==> src/rtl/hazard_unit_sb.sv <==
// Pipeline hazard unit with long-op scoreboard, ebreak halt/resume control
// and a saturating stall-cycle counter for a five-stage RV32IM core.
module hazard_unit_sb #(
    parameter int unsigned  NREG     = 32,
    parameter int unsigned  MAX_LONG = 2,
    parameter int unsigned  CNT_W    = 32,
    localparam int unsigned AW       = $clog2(NREG),
    localparam int unsigned SW       = $clog2(MAX_LONG + 1)
) (
    input  logic             clk,
    input  logic             rst,
    input  logic [AW-1:0]    rs1_addr_D,
    input  logic [AW-1:0]    rs2_addr_D,
    input  logic [AW-1:0]    rd_D,
    input  logic             rs1_valid_D,
    input  logic             rs2_valid_D,
    input  logic             we_D,
    input  logic             branch_or_jump_D,
    input  logic [AW-1:0]    rs1_addr_E,
    input  logic [AW-1:0]    rs2_addr_E,
    input  logic             rs1_valid_E,
    input  logic             rs2_valid_E,
    input  logic [AW-1:0]    rd_E,
    input  logic [AW-1:0]    rd_M,
    input  logic [AW-1:0]    rd_W,
    input  logic             we_E,
    input  logic             we_M,
    input  logic             we_W,
    input  logic             ld_E,
    input  logic             ld_M,
    input  logic             ld_W,
    input  logic             PCnew_E,
    input  logic             ebreak_E,
    input  logic             long_issue_E,
    input  logic             long_done,
    input  logic [AW-1:0]    long_rd,
    input  logic             resume_i,
    output logic [1:0]       ForwardAE,
    output logic [1:0]       ForwardBE,
    output logic [1:0]       ForwardAD,
    output logic [1:0]       ForwardBD,
    output logic             PC_ce,
    output logic             IF_ID_ce,
    output logic             ID_EX_ce,
    output logic             EX_MEM_ce,
    output logic             MEM_WB_ce,
    output logic             IF_ID_nop,
    output logic             ID_EX_nop,
    output logic             EX_MEM_nop,
    output logic             halted,
    output logic [NREG-1:0]  sb_busy,
    output logic [SW-1:0]    sb_cnt,
    output logic             sb_err,
    output logic [CNT_W-1:0] stall_cnt
);

    typedef enum logic [1:0] {
        ST_RUN    = 2'd0,
        ST_HALT   = 2'd1,
        ST_RESUME = 2'd2
    } state_e;

    state_e           state_q;
    logic [NREG-1:0]  sb_busy_q, sb_busy_d;
    logic [SW-1:0]    sb_cnt_q;
    logic             sb_err_q, sb_err_d;
    logic [CNT_W-1:0] stall_cnt_q, stall_cnt_d;

    logic [2:0] fa_e, fb_e, fa_d, fb_d;
    logic       sb_stall, long_full, e_stall, d_stall, e_adv;

    // A branch operand ignores a load in E because it stalls on any E hit anyway.
    logic unused_ld_e;
    assign unused_ld_e = ld_E;

    // Result {stall, sel[1:0]}: M beats W, a load in M cannot be forwarded yet.
    function automatic logic [2:0] fwd_mw(
        input logic          v,
        input logic [AW-1:0] a,
        input logic [AW-1:0] rdm,
        input logic          wem,
        input logic          ldm,
        input logic [AW-1:0] rdw,
        input logic          wew,
        input logic          ldw
    );
        logic [2:0] r;
        r = 3'b000;
        if (v && (a != '0)) begin
            if (wem && (a == rdm))      r = ldm ? 3'b100 : 3'b010;
            else if (wew && (a == rdw)) r = ldw ? 3'b001 : 3'b011;
        end
        return r;
    endfunction

    function automatic logic [SW-1:0] popcnt(input logic [NREG-1:0] v);
        logic [SW-1:0] c;
        c = '0;
        for (int unsigned i = 0; i < NREG; i++) c = c + SW'(v[i]);
        return c;
    endfunction

    // Hazard detection shared by outputs and state update.
    always_comb begin
        fa_e = fwd_mw(rs1_valid_E, rs1_addr_E, rd_M, we_M, ld_M, rd_W, we_W, ld_W);
        fb_e = fwd_mw(rs2_valid_E, rs2_addr_E, rd_M, we_M, ld_M, rd_W, we_W, ld_W);
        fa_d = 3'b000;
        fb_d = 3'b000;
        if (branch_or_jump_D) begin
            if (rs1_valid_D && (rs1_addr_D != '0) && we_E && (rs1_addr_D == rd_E))
                fa_d = 3'b100;
            else
                fa_d = fwd_mw(rs1_valid_D, rs1_addr_D, rd_M, we_M, ld_M, rd_W, we_W, ld_W);
            if (rs2_valid_D && (rs2_addr_D != '0) && we_E && (rs2_addr_D == rd_E))
                fb_d = 3'b100;
            else
                fb_d = fwd_mw(rs2_valid_D, rs2_addr_D, rd_M, we_M, ld_M, rd_W, we_W, ld_W);
        end
        sb_stall = (rs1_valid_D && (rs1_addr_D != '0) && sb_busy_q[rs1_addr_D])
                 | (rs2_valid_D && (rs2_addr_D != '0) && sb_busy_q[rs2_addr_D])
                 | (we_D && (rd_D != '0) && sb_busy_q[rd_D]);
        long_full = (sb_cnt_q == SW'(MAX_LONG));
        e_stall   = fa_e[2] | fb_e[2] | (long_issue_E & long_full);
        d_stall   = fa_d[2] | fb_d[2] | sb_stall;
        e_adv     = !e_stall && (state_q == ST_RUN);
    end

    // Stage controls: HALT > E-stall > redirect > D-stall; defaults while in reset.
    always_comb begin
        ForwardAE  = 2'b00;
        ForwardBE  = 2'b00;
        ForwardAD  = 2'b00;
        ForwardBD  = 2'b00;
        PC_ce      = 1'b1;
        IF_ID_ce   = 1'b1;
        ID_EX_ce   = 1'b1;
        EX_MEM_ce  = 1'b1;
        MEM_WB_ce  = 1'b1;
        IF_ID_nop  = 1'b0;
        ID_EX_nop  = 1'b0;
        EX_MEM_nop = 1'b0;
        if (!rst) begin
            ForwardAE = fa_e[1:0];
            ForwardBE = fb_e[1:0];
            ForwardAD = fa_d[1:0];
            ForwardBD = fb_d[1:0];
            if ((state_q == ST_HALT) || e_stall) begin
                PC_ce      = 1'b0;
                IF_ID_ce   = 1'b0;
                ID_EX_ce   = 1'b0;
                EX_MEM_nop = 1'b1;
            end else if (PCnew_E) begin
                IF_ID_nop = 1'b1;
                ID_EX_nop = 1'b1;
                ForwardAD = 2'b00;
                ForwardBD = 2'b00;
            end else if (d_stall) begin
                PC_ce     = 1'b0;
                IF_ID_ce  = 1'b0;
                ID_EX_nop = 1'b1;
            end
        end
    end

    // Scoreboard and counter next state; a same-cycle issue overrides the clear.
    always_comb begin
        sb_busy_d   = sb_busy_q;
        sb_err_d    = sb_err_q;
        stall_cnt_d = stall_cnt_q;
        if (long_done) begin
            if (sb_busy_q[long_rd]) sb_busy_d[long_rd] = 1'b0;
            else                    sb_err_d = 1'b1;
        end
        if (long_issue_E && e_adv && (rd_E != '0))
            sb_busy_d[rd_E] = 1'b1;
        if (!PC_ce && (state_q != ST_HALT) && (stall_cnt_q != '1))
            stall_cnt_d = stall_cnt_q + CNT_W'(1);
    end

    always_ff @(posedge clk) begin
        if (rst) begin
            state_q     <= ST_RUN;
            sb_busy_q   <= '0;
            sb_cnt_q    <= '0;
            sb_err_q    <= 1'b0;
            stall_cnt_q <= '0;
        end else begin
            case (state_q)
                ST_RUN:    if (ebreak_E && e_adv) state_q <= ST_HALT;
                ST_HALT:   if (resume_i) state_q <= ST_RESUME;
                ST_RESUME: state_q <= ST_RUN;
                default:   state_q <= ST_RUN;
            endcase
            sb_busy_q   <= sb_busy_d;
            sb_cnt_q    <= popcnt(sb_busy_d);
            sb_err_q    <= sb_err_d;
            stall_cnt_q <= stall_cnt_d;
        end
    end

    assign halted    = (state_q == ST_HALT);
    assign sb_busy   = sb_busy_q;
    assign sb_cnt    = sb_cnt_q;
    assign sb_err    = sb_err_q;
    assign stall_cnt = stall_cnt_q;

endmodule

==> config.mk <==
export PLATFORM = sky130hd
export DESIGN_NAME = hazard_unit_sb
export DESIGN_NICKNAME = d
export VERILOG_FILES = /design/src/rtl/hazard_unit_sb.sv
export SDC_FILE = /design/constraint.sdc
export NUM_CORES = 1
export LEC_CHECK = 0
export BUFFER_PORTS_ARGS = -buffer_cell sky130_fd_sc_hd__clkbuf_2
export CAP_MARGIN = 5
export CORE_MARGIN = 5
export CORE_UTILIZATION = 55
export DETAILED_ROUTE_END_ITERATION = 16
export HOLD_SLACK_MARGIN = 0.03
export PLACE_DENSITY = 0.84
export SYNTH_ARGS = -nofsm -noshare
export SYNTH_HDL_FRONTEND = slang
export SYNTH_SLANG_ARGS = --single-unit
==> constraint.sdc <==
create_clock -name clk -period 20.3 [get_ports clk]
set_input_delay 2.03 -clock clk [delete_from_list [all_inputs] [get_ports clk]]
set_output_delay 2.03 -clock clk [all_outputs]
set_load 0.03 [all_outputs]
-- Word level (Yosys, flattened, before mapping)
Cells that the tools add are included.
- register bits after elaboration: 69
- word-level logic and storage cells: 170
- add/subtract/negate cells: 32
- equality and inequality tests: 16
- muxes and demuxes: 59
- bitwise logic cells: 11
- reductions and logical operators: 40
- order comparisons: 7
- operators by type and width (kind ; number):
    two-way mux 32 bit ; 3
    adder 2 x 1 -> 2 bit ; 30
    == test 5 bit ; 10
    two-way mux 3 bit ; 13
    adder 32 x 1 -> 32 bit (second input constant) ; 1
    AND 32 bit ; 1
    != test 32 bit (second input constant) ; 1
    NOT 32 bit ; 1
    OR 32 bit ; 1
    < comparator 5 x 6 -> 1 bit (second input constant) ; 5
    two-way mux 2 bit ; 15
    nonzero test 5 bit ; 6
    logical AND 1 bit ; 28
    two-way mux 1 bit ; 21
    binary-select mux 1 bit (select 5 bit) ; 4
    demux 1 bit (select 5 bit) ; 2
    greater-or-equal comparator 5 x 1 -> 1 bit (second input constant) ; 2
    OR 1 bit ; 6
    != test 2 x 1 -> 1 bit (second input constant) ; 2
    case mux 2 bit (2 select lines) ; 1
    AND reduction 2 bit ; 2
    adder 1 x 1 -> 2 bit ; 1
    == test 2 x 1 -> 1 bit (second input constant) ; 1
    == test 2 bit (second input constant) ; 1
    6 further kinds ; 7

-- Logic depth before layout (Yosys ltp)
Gate-level depths: netlist (run 1).
- depth after elaboration: 43
- mapped depth: 23
- mapped depth without buffers: 22

-- Worst setup path after synthesis (run 1)
Ideal clock, no wire load.
- kind: in2reg
- start point: input rs1_addr_E[1]
- end point: register sb_cnt_q[1], in the netlist sb_cnt[1]
- required time: 20172 ps
- arrival: 7761 ps
- buffers on the path: 0
- stages on the path: 20
- path slack: 12411 ps
- cells stage by stage: or4_1 > o21ai_0 > or4b_1 > a21o_1 > nand4_2 > or4b_1 > o21a_1 > fa_1 > fa_1 > fa_1 > inv_1 > fa_1 > fa_1 > fa_1 > ha_1 > xor2_1 > xnor2_1 > xnor2_1 > xnor2_1 > nor2_1
- longest elaborated chain between the ends: 42
- RTL lines (what ; line ; source):
    start, declared ; 19 ; input logic [AW-1:0] rs1_addr_E,
    == test 5 bit ; 90 ; if (wem && (a == rdm)) r = ldm ? 3'b100 : 3'b010;
    logical AND 1 bit ; 90 ;
    two-way mux 3 bit ; 90 ;
    two-way mux 3 bit * ; 89 ; if (v && (a != '0)) begin
    OR 1 bit * (2 in series) ; 123 ; e_stall = fa_e[2] | fb_e[2] | (long_issue_E & long_full);
    logical NOT 1 bit * ; 125 ; e_adv = !e_stall && (state_q == ST_RUN);
    logical AND 1 bit * ; 125 ;
    logical AND 1 bit * (2 in series) ; 174 ; if (long_issue_E && e_adv && (rd_E != '0))
    two-way mux 32 bit * ; 174 ;
    adder 1 x 1 -> 2 bit ; 99 ; for (int unsigned i = 0; i < NREG; i++) c = c + SW'(v[i]);
    adder 2 x 1 -> 2 bit (29 in series) ; 99 ;
    adder 2 x 1 -> 2 bit * ; 99 ;
    end signal, assigned ; 195 ; sb_cnt_q <= popcnt(sb_busy_d);
    end, declared ; 65 ; logic [SW-1:0] sb_cnt_q;
Mark *: on every way between the ends. The rest lies on a longest branch, timed or not.
A chain may end at the register's enable or synchronous reset.

-- Final worst setup path (run 1)
- start point: input rs2_addr_E[1]
- end point: register sb_cnt_q[1], in the netlist sb_cnt[1]
- longest elaborated chain between the ends: 42
- RTL lines (what ; line ; source):
    start, declared ; 20 ; input logic [AW-1:0] rs2_addr_E,
    == test 5 bit ; 90 ;
    logical AND 1 bit ; 90 ;
    two-way mux 3 bit ; 90 ;
    two-way mux 3 bit * ; 89 ;
    OR 1 bit * (2 in series) ; 123 ;
    logical NOT 1 bit * ; 125 ;
    logical AND 1 bit * ; 125 ;
    logical AND 1 bit * (2 in series) ; 174 ;
    two-way mux 32 bit * ; 174 ;
    adder 1 x 1 -> 2 bit ; 99 ;
    adder 2 x 1 -> 2 bit (29 in series) ; 99 ;
    adder 2 x 1 -> 2 bit * ; 99 ;
Marks and branches as above.

==> flow_summary.json, run 1 <==
{
  "synth_top_family_by_area": "simple AND/OR/NAND/NOR gates",
  "ant_nets": 0,
  "clockBufferDepth": 2,
  "die_w_um": 112.7,
  "p_per_area_mw_per_mm2": 50.59,
  "fillerInstances": 919,
  "crit_arrival_ps": 8580,
  "clk_pin_slew_ps": 80,
  "drc_errors": 0,
  "hold_class": "register to register",
  "ir_drop_v": 0.00004166,
  "setup_violations": 0,
  "ys_warn_count": 0,
  "crit_path_end_kind": "register",
  "wire_per_inst_um": 20.04,
  "synth_top_area_frac": 0.2381,
  "synth_flop_cell": "dfxtp_1",
  "hold_ws_ps": 440.2,
  "cts_tree": "built",
  "leakage_nw": 2.587,
  "synth_edf_count": 0,
  "grt_max_degree": 88,
  "multi_input_area_mm2": 0.004144,
  "yosysMostFrequentCell": "dfxtp_1",
  "drv_cap": 0,
  "antenna_found_initial": 0,
  "fmax_ghz": 0.1194,
  "critPathKind": "input pin to register",
  "nets": 855,
  "avgViaCountPerCell": 6.341,
  "synth.distinct_cells": 69,
  "port_buffers": 144,
  "die_area_mm2": 0.01270,
  "ys_seq_area_frac": 0.2381,
  "num_rows": 37,
  "htreeDepth": 3,
  "diodes": 0,
  "rsz0062_at_grt": "false",
  "synth_mux_area_frac": 0.1462,
  "crit_slowest_cell": "or4b_1",
  "grt_pass1_vias": 5568,
  "synth.area.top_cells": "dfxtp_1, mux4_2, xor2_1",
  "place_hpwl_mm": 13.96,
  "path_depth": 21,
  "cp.required_ps": 20510,
  "grt_pass1_wl_mm": 28.75,
  "cp_slowest_stage_delay_ps": 640,
  "overflow": 0,
  "syn_area_per_cell_um2": 8.802,
  "synth_commonest_cells": "dfxtp_1, nor2_1, o21ai_0, xor2_1, nand2_1",
  "total_power_mw": 0.3374,
  "grt_usage": 0.2800,
  "slew_headroom": 0.4178,
  "final_area_mm2": 0.006669,
  "area_growth_pct": 14.97,
  "reg2regPathDepth": 22,
  "yosys.area_share.simple": 0.2481,
  "syn_inst": 659,
  "num_vias": 5796,
  "outcome": "complete, no violations",
  "post-route-period-util": 0.4124,
  "synth_top_area_cell": "dfxtp_1",
  "skew_ps": 8.056,
  "synth_compound_area_frac": 0.1555,
  "cts_sinks": 69,
  "crit_top_cell": "fa_1",
  "die_h_um": 112.7,
  "cts_setup_buffers": 0,
  "post_dp_cell_area_mm2": 0.006480,
  "synth_area_mm2": 0.005801,
  "worst_hold_path.num_cells": 1,
  "cp-start-kind": "input pin",
  "cts_root_buf": "clkbuf_8",
  "synth-seq-cells": 69,
  "drt_iter0_drc": 740,
  "min_period_ps": 8372,
  "synth_adder_area_share": 0.05608,
  "crit_buf_inv": 2,
  "path_delay_family": "adder cells",
  "synth-xor-area-share": 0.1072,
  "initial_core_util": 0.5619,
  "cts.hold.buffers_added": 0,
  "drive_gt1_frac": 0.2725,
  "cts_resized": 0,
  "gp_congestion": 0.9392,
  "core_mm2": 0.01032,
  "path_cells": "clkbuf_2, or4_1, o21ai_0, or4b_1, a21o_1, nand4_2, or4b_1, o21a_1, fa_1, fa_1, fa_1, inv_1, fa_1, fa_1, fa_1, ha_1, xor2_1, xnor2_1, xnor2_1, xnor2_1, nor2_1",
  "dr.pass1.iters": 5,
  "ff_latch_area_mm2": 0.001381,
  "async_flop_share": 0,
  "routed_wl_mm": 18.32,
  "hold_viol_final": 0,
  "numCtsBuffers": 9,
  "report.final.slew_viol_count": 0,
  "pin_count": 148,
  "clkLatencyLatePin_ps": 360,
  "tightest_slew_ps": 873.3,
  "tns_ps": 0,
  "critPathMaxFanout": 10
}
[cell families after synthesis]
| family | Yosys count |
|---|---|
| mux | 53 |
| fa+ha+maj | 17 |
| other cells | 1 |
| compound gates | 135 |
| xor+xnor | 71 |
| flops | 69 |
| buf+inv | 57 |
| simple gates | 256 |
[layer usage]
metal / GRT usage / vias to the layer above / routed length, µm
met1: 0.3583 / 2753 / 7337
met5: 0 / - / 0
met2: 0.4641 / 337 / 8633
li1: - / 2649 / -
met4: 0.1234 / 0 / 637
met3: 0.04920 / 57 / 1708
[sequential cells by signal (all words and copies together) (netlist names)]
name and cells:
sb_busy 32, sb_cnt 2, sb_err 1, stall_cnt 32
state_q 2
[per-stage QoR]
stage               instances  worst slack, ps  utilization
CTS                       914            12000       0.6460
finish                    914            11930       0.6460
detailed placement        899            11660       0.6277
global placement          899            11710       0.6277
floorplan                 660            12410            -
global route              914            11680       0.6460
[cell type report]
class / instances / area share
clock inverter: 6 / 0.009756
tap: 136 / 0.02552
multi-input combinational: 534 / 0.6214
clock buffer: 9 / 0.01857
timing repair buffer: 145 / 0.1092
inverter: 15 / 0.008443
sequential: 69 / 0.2071
[where the power goes]
| group | internal [mW] | total (mW) | switching (mW) |
|---|---|---|---|
| Combinational | 0.0306 | 0.0830 | 0.0524 |
| Clock | 0.0560 | 0.113 | 0.0568 |
| Sequential | 0.138 | 0.142 | 0.00346 |
[placed cells by master (no fill, tap or decap), types with 3 or more instances in the layout]
cell type / instances
nand2b_1: 9
xnor2_1: 30
nand3b_1: 9
and4_1: 3
and3_1: 7
or2_2: 6
nand2_1: 34
o31ai_1: 5
mux4_2: 24
a2bb2oi_1: 6
and3b_1: 4
fa_1: 15
o21bai_1: 3
nor2_1: 54
o21ai_0: 48
clkbuf_8: 9
clkbuf_2: 144
or3_1: 12
o2111ai_1: 3
nor2b_1: 26
mux2_2: 6
nor3b_1: 6
nand4_1: 16
a21oi_1: 25
xor2_1: 41
inv_1: 15
o211ai_1: 4
nor3_1: 15
or4b_1: 3
mux2i_1: 21
dfxtp_1: 69
nor4_1: 12
or3b_2: 5
nand3_1: 18
o22a_1: 4
a22oi_1: 6
or4_1: 10
o21a_1: 8
[path summary, 6_finish.rpt]
path                                               from                 endpoint  slack (ps)
worst max-delay path                      rs2_addr_E[1]     sb_cnt[1]$_SDFF_PP0_       11930
worst min-delay path            state_q[1]$_SDFFE_PP0P_  state_q[0]$_SDFFE_PP0P_         440
worst max register to register   sb_busy[31]$_SDFF_PP0_     sb_cnt[1]$_SDFF_PP0_       14000
worst min register to register  state_q[1]$_SDFFE_PP0P_  state_q[0]$_SDFFE_PP0P_         440
Power figures use the tool's default switching activity.
==> run 2, diff against run 1 <==
==> constraint.sdc (replaced) <==
create_clock -name clk -period 7.9 [get_ports clk]
set_input_delay 0.79 -clock clk [delete_from_list [all_inputs] [get_ports clk]]
set_output_delay 0.79 -clock clk [all_outputs]
set_load 0.03 [all_outputs]
==> run 2 against run 1 <==
  * Cell area fell by 0.34%
  * Flip-flop and latch count did not move
  * Power rose by 150%
  * Count of clock-buffer cells in the layout rose by 1
  * Routed wire length rose by 2.2%
  * Sequential power rose to 2.6 times the previous value
  * Worst hold slack improved by 24 ps
  * Critical path type unchanged
  * Critical endpoint unchanged
  * Largest cell class unchanged
  * Highest routed layer unchanged
==> flow_summary.json, run 2 (synthesis results as in run 1) <==
{
  "outcome": "complete, no violations",
  "cp.required_ps": 8110,
  "power.switching_mw": 0.2882,
  "port_buffers": 144,
  "report.final.slew_viol_count": 0,
  "fmax_ghz": 0.1414,
  "grt_usage": 0.2904,
  "nets": 855,
  "cts_resized": 0,
  "ir_drop_v": 0.0001058,
  "tns_ps": 0,
  "clockBufferDepth": 2,
  "post-route-period-util": 0.8952,
  "antenna_found_initial": 0,
  "hold_viol_final": 0,
  "post-route-util": 0.6438,
  "cts_setup_buffers": 0,
  "cts.hold.buffers_added": 0,
  "drive_gt1_frac": 0.2721,
  "grt_pass1_vias": 5788,
  "p_sw_frac": 0.3449,
  "crit_path_end_kind": "register",
  "reg2regPathDepth": 22,
  "setup_violations": 0,
  "cp_slowest_stage_delay_ps": 610,
  "intPower_mw": 0.5473,
  "skew_ps": 9.573,
  "drc_errors": 0,
  "avgViaCountPerCell": 6.414,
  "wire_per_inst_um": 20.47,
  "min_period_ps": 7072,
  "drv_cap": 0,
  "grt_max_degree": 88,
  "drt_iter0_drc": 636,
  "grt_pass1_wl_mm": 29.88,
  "slew_headroom": 0.3972,
  "cts_tree": "built",
  "die_h_um": 112.7,
  "clkLatencyLatePin_ps": 360,
  "p_per_area_mw_per_mm2": 125.7,
  "p_comb_frac": 0.258,
  "cts_root_buf": "clkbuf_8",
  "core_mm2": 0.01032,
  "place_hpwl_mm": 14.31,
  "diodes": 0,
  "power.share.clock": 0.306,
  "dr.pass1.iters": 5,
  "die_area_mm2": 0.01270,
  "gp_congestion": 0.9587,
  "area_growth_pct": 14.58,
  "initial_core_util": 0.5619,
  "numCtsBuffers": 9,
  "path_cells": "clkbuf_2, or4_1, o21ai_0, or4b_1, a21o_1, nand4_2, or4b_1, o21a_1, fa_1, fa_1, fa_1, inv_1, fa_1, fa_1, fa_1, ha_1, xor2_1, xnor2_1, xnor2_1, xnor2_1, nor2_1",
  "seqPwrFrac": 0.436,
  "crit_arrival_ps": 7280,
  "leakage_nw": 2.574,
  "critPathKind": "input pin to register",
  "ant_nets": 0,
  "worst_hold_path.num_cells": 1,
  "mostFrequentLayoutCells": "clkbuf_2, dfxtp_1, nor2_1, o21ai_0, xor2_1",
  "critPathMaxFanout": 10,
  "num_vias": 5869,
  "cp-start-kind": "input pin",
  "num_rows": 37,
  "htreeDepth": 3,
  "tightest_slew_ps": 900.2,
  "rsz0062_at_grt": "false",
  "layout_commonest_cell": "clkbuf_2",
  "crit_slowest_cell": "or4b_1",
  "die_w_um": 112.7,
  "cts_sinks": 69,
  "clk_pin_slew_ps": 70,
  "routed_wl_mm": 18.73,
  "pin_count": 148,
  "crit_top_cell": "fa_1",
  "hold_class": "register to register",
  "overflow": 0
}
[run 2: cell count changes in the layout (fill, tap and decap cells not counted)]
| cell | change |
|---|---|
| bufinv_16 | -1 |
| clkinv_2 | +1 |
| clkbuf_1 | +1 |
| clkinv_4 | -2 |
| clkinvlp_4 | +1 |
| inv_6 | +1 |
[run 2: cell type report]
class / instances / area, µm²
multi-input combinational: 534 / 4144
tap: 136 / 170.2
clock buffer: 10 / 127.6
timing repair buffer: 145 / 728.2
clock inverter: 6 / 38.79
inverter: 15 / 56.30
sequential: 69 / 1381
fill: 897 / 3677
[run 2: worst max-delay path: cells and delay by family]
kind	cells	cell delay, ps
adder cells (fa/ha/maj)	7	3190
XOR/XNOR	4	650
AND/OR/NAND/NOR	5	1700
AO/OA/AOI/OAI	3	770
buffers and inverters	2	160
[run 2: power groups by stage]
stage	logic [mW]	registers [mW]	clock network, mW
after floorplan	0.137	0.382	0
after global placement	0.205	0.372	0
after detailed placement	0.212	0.372	0
after CTS	0.214	0.364	0.259
after global routing	0.233	0.365	0.274
final	0.215	0.364	0.256
[run 2: final timing paths]
path,startpoint,slack [ps],to
max,rs2_addr_E[1],830,sb_cnt[1]$_SDFF_PP0_
min,state_q[1]$_SDFFE_PP0P_,460,state_q[0]$_SDFFE_PP0P_
max reg2reg,sb_busy[31]$_SDFF_PP0_,1570,sb_cnt[1]$_SDFF_PP0_
min reg2reg,state_q[1]$_SDFFE_PP0P_,460,state_q[0]$_SDFFE_PP0P_
[run 2: stage by stage]
stage	instance area (µm²)	setup WS, ps	power [mW]	hold slack, ps	cells
2_1_floorplan	5804	1251	0.5194	411.5	660
3_3_place_gp	6480	579.3	0.5762	420.7	899
3_5_place_dp	6480	517.0	0.5842	450.2	899
4_1_cts	6646	860.1	0.8366	460.9	915
5_1_grt	6646	535.2	0.8714	484.6	915
6_report	6646	828.3	0.8354	464.5	915
[run 2: metal layers]
metal	part of all wire	global-route usage	vias to the layer above	routed length (µm)
li1	-	-	2659	-
met1	0.39	0.3667	2780	7258
met2	0.47	0.4806	358	8845
met3	0.10	0.05722	72	1875
met4	0.040	0.1314	0	746
met5	0	0	-	0
==> run 3, diff against run 2 <==
--- a/config.mk
+++ b/config.mk
@@ -7,11 +7,12 @@
 export LEC_CHECK = 0
 export BUFFER_PORTS_ARGS = -buffer_cell sky130_fd_sc_hd__clkbuf_2
 export CAP_MARGIN = 5
-export CORE_MARGIN = 5
+export CORE_MARGIN = 2
 export CORE_UTILIZATION = 55
 export DETAILED_ROUTE_END_ITERATION = 16
 export HOLD_SLACK_MARGIN = 0.03
 export PLACE_DENSITY = 0.84
+export REMOVE_ABC_BUFFERS = 1
 export SYNTH_ARGS = -nofsm -noshare
 export SYNTH_HDL_FRONTEND = slang
 export SYNTH_SLANG_ARGS = --single-unit
==> run 3 against run 2 <==
  * Critical path depth unchanged
  * Die area fell by 10%
  * Count of clock-buffer cells in the layout increased by 1
  * Critical endpoint unchanged
  * Largest power group unchanged
==> flow_summary.json, run 3 (synthesis results as in run 1) <==
{
  "core_mm2": 0.01028,
  "overflow": 0,
  "slew_headroom": 0.4151,
  "drv_cap": 0,
  "grt_usage": 0.3136,
  "p_sw_frac": 0.3251,
  "ant_nets": 0,
  "critPathMaxFanout": 10,
  "report.final.slew_viol_count": 0,
  "total_power_mw": 0.8718,
  "seqPwrFrac": 0.417,
  "drive_gt1_frac": 0.2731,
  "place_hpwl_mm": 13.78,
  "wire_per_inst_um": 19.75,
  "initial_core_util": 0.5644,
  "power.switching_mw": 0.2834,
  "hold_ws_ps": 458.8,
  "reg2regPathDepth": 20,
  "ir_drop_v": 0.0001096,
  "multi_input_area_mm2": 0.004144,
  "gp_congestion": 0.9523,
  "post-route-period-util": 0.8962,
  "holdPathEnd": "state_q[0]$_SDFFE_PP0P_",
  "tns_ps": 0,
  "clkLatencyLatePin_ps": 350,
  "dr.pass1.iters": 5,
  "drc_errors": 0,
  "dp.cells": 900,
  "num_rows": 37,
  "nets": 856,
  "diodes": 0,
  "cp_slowest_stage_delay_ps": 620,
  "leakage_nw": 2.593,
  "ff_latch_area_mm2": 0.001381,
  "cp-start-kind": "input pin",
  "num_vias": 5751,
  "cts_resized": 0,
  "routed_wl_mm": 18.09,
  "grt_max_degree": 55,
  "stdcell_count": 916,
  "cts_tree": "built",
  "crit_arrival_ps": 7310,
  "numCtsBuffers": 9,
  "tightest_slew_ps": 873.5,
  "drt_iter0_drc": 625,
  "cts.hold.buffers_added": 0,
  "path_cells": "clkbuf_2, or4_1, o21ai_0, or4b_1, a21o_1, nand4_2, or4b_1, o21a_1, fa_1, fa_1, fa_1, inv_1, fa_1, fa_1, fa_1, ha_1, xor2_1, xnor2_1, xnor2_1, xnor2_1, nor2_1",
  "antenna_found_initial": 0,
  "p_per_area_mw_per_mm2": 130.4,
  "p_comb_frac": 0.242,
  "die_h_um": 106.7,
  "clockBufferDepth": 2,
  "cts_sinks": 69,
  "grt_pass1_vias": 5582,
  "critPathKind": "input pin to register",
  "die_area_mm2": 0.01138,
  "hold_path.startpoint": "state_q[1]$_SDFFE_PP0P_",
  "hold_viol_final": 0,
  "htreeDepth": 3,
  "ff2ff_setup_slack_ps": 1630,
  "hold_class": "register to register",
  "min_period_ps": 7080,
  "fmax_ghz": 0.1412,
  "intPower_mw": 0.5883,
  "crit_top_cell": "fa_1",
  "clk_pin_slew_ps": 80,
  "mostFrequentLayoutCells": "clkbuf_2, dfxtp_1, nor2_1, o21ai_0, xor2_1",
  "worst_hold_path.num_cells": 1,
  "cts_root_buf": "clkbuf_8",
  "cp.required_ps": 8130,
  "crit_slowest_cell": "or4b_1",
  "power.share.clock": 0.341,
  "area_growth_pct": 15.29,
  "r2r-start": "sb_busy[29]$_SDFF_PP0_",
  "layout_commonest_cell": "clkbuf_2",
  "avgViaCountPerCell": 6.278,
  "port_buffers": 144,
  "outcome": "complete, no violations",
  "fillerInstances": 877,
  "pin_count": 148,
  "rsz0062_at_grt": "false",
  "grt_pass1_wl_mm": 28.31,
  "setup_violations": 0,
  "cts_setup_buffers": 0,
  "r2r-end": "sb_cnt[1]$_SDFF_PP0_",
  "crit_path_end_kind": "register",
  "die_w_um": 106.7,
  "skew_ps": 6.466
}
==> run 3: changes by cell type in the layout (fill, tap and decap cells not counted) <==
| cell | change |
|---|---|
| buf_4 | +1 |
| bufinv_16 | +1 |
| clkbuf_8 | +1 |
| clkinv_2 | -2 |
==> run 3: power groups by stage <==
stage               registers, mW  logic [mW]  clock network (mW)
finish                      0.363       0.211               0.297
global route                0.364       0.229               0.313
CTS                         0.363       0.210               0.300
detailed placement          0.371       0.208                   0
global placement            0.371       0.201                   0
floorplan                   0.382       0.110                   0
==> run 3: layout make-up <==
type,count,share of cell area
inverter,15,0.008419
tap,136,0.02544
sequential,69,0.2065
multi-input combinational,534,0.6196
timing repair buffer,146,0.1100
clock buffer,11,0.02114
clock inverter,5,0.008793
==> run 3: worst max path at each step <==
stage,start,end,slack (ps),depth (start not counted)
6_report,rs2_addr_E[1],sb_cnt[1]$_SDFF_PP0_,820,21
5_1_grt,rs2_addr_E[1],sb_cnt[1]$_SDFF_PP0_,600,21
4_1_cts,rs2_addr_E[1],sb_cnt[1]$_SDFF_PP0_,830,21
3_5_place_dp,rs2_addr_E[1],sb_cnt[1]$_SDFF_PP0_,490,21
3_3_place_gp,rs2_addr_E[1],sb_cnt[1]$_SDFF_PP0_,710,21
2_1_floorplan,rs1_addr_E[1],sb_cnt[1]$_SDFF_PP0_,1260,20
==> run 3: stage by stage <==
stage / cell area (µm²) / worst slack [ps] / utilization
6_report: 6688 / 819.9 / 0.6507
5_1_grt: 6688 / 598.8 / 0.6507
4_1_cts: 6688 / 834.1 / 0.6507
3_5_place_dp: 6487 / 488.7 / 0.6312
3_3_place_gp: 6487 / 710.9 / 0.6312
2_1_floorplan: 5582 / 1263 / -
==> run 3: layer usage <==
| layer | wire, µm | vias to the layer above | track usage |
|---|---|---|---|
| met5 | 0 | - | 0 |
| met4 | 509 | 0 | 0.1020 |
| met3 | 1598 | 42 | 0.05167 |
| met2 | 8834 | 308 | 0.5464 |
| met1 | 7146 | 2752 | 0.3960 |
| li1 | - | 2649 | - |
==> run 3: critical path, delay by kind of cell <==
family,cells,cell delay [ps]
AND/OR/NAND/NOR,5,1670
adder cells (fa/ha/maj),7,3240
AO/OA/AOI/OAI,3,770
buffers and inverters,2,160
XOR/XNOR,4,680
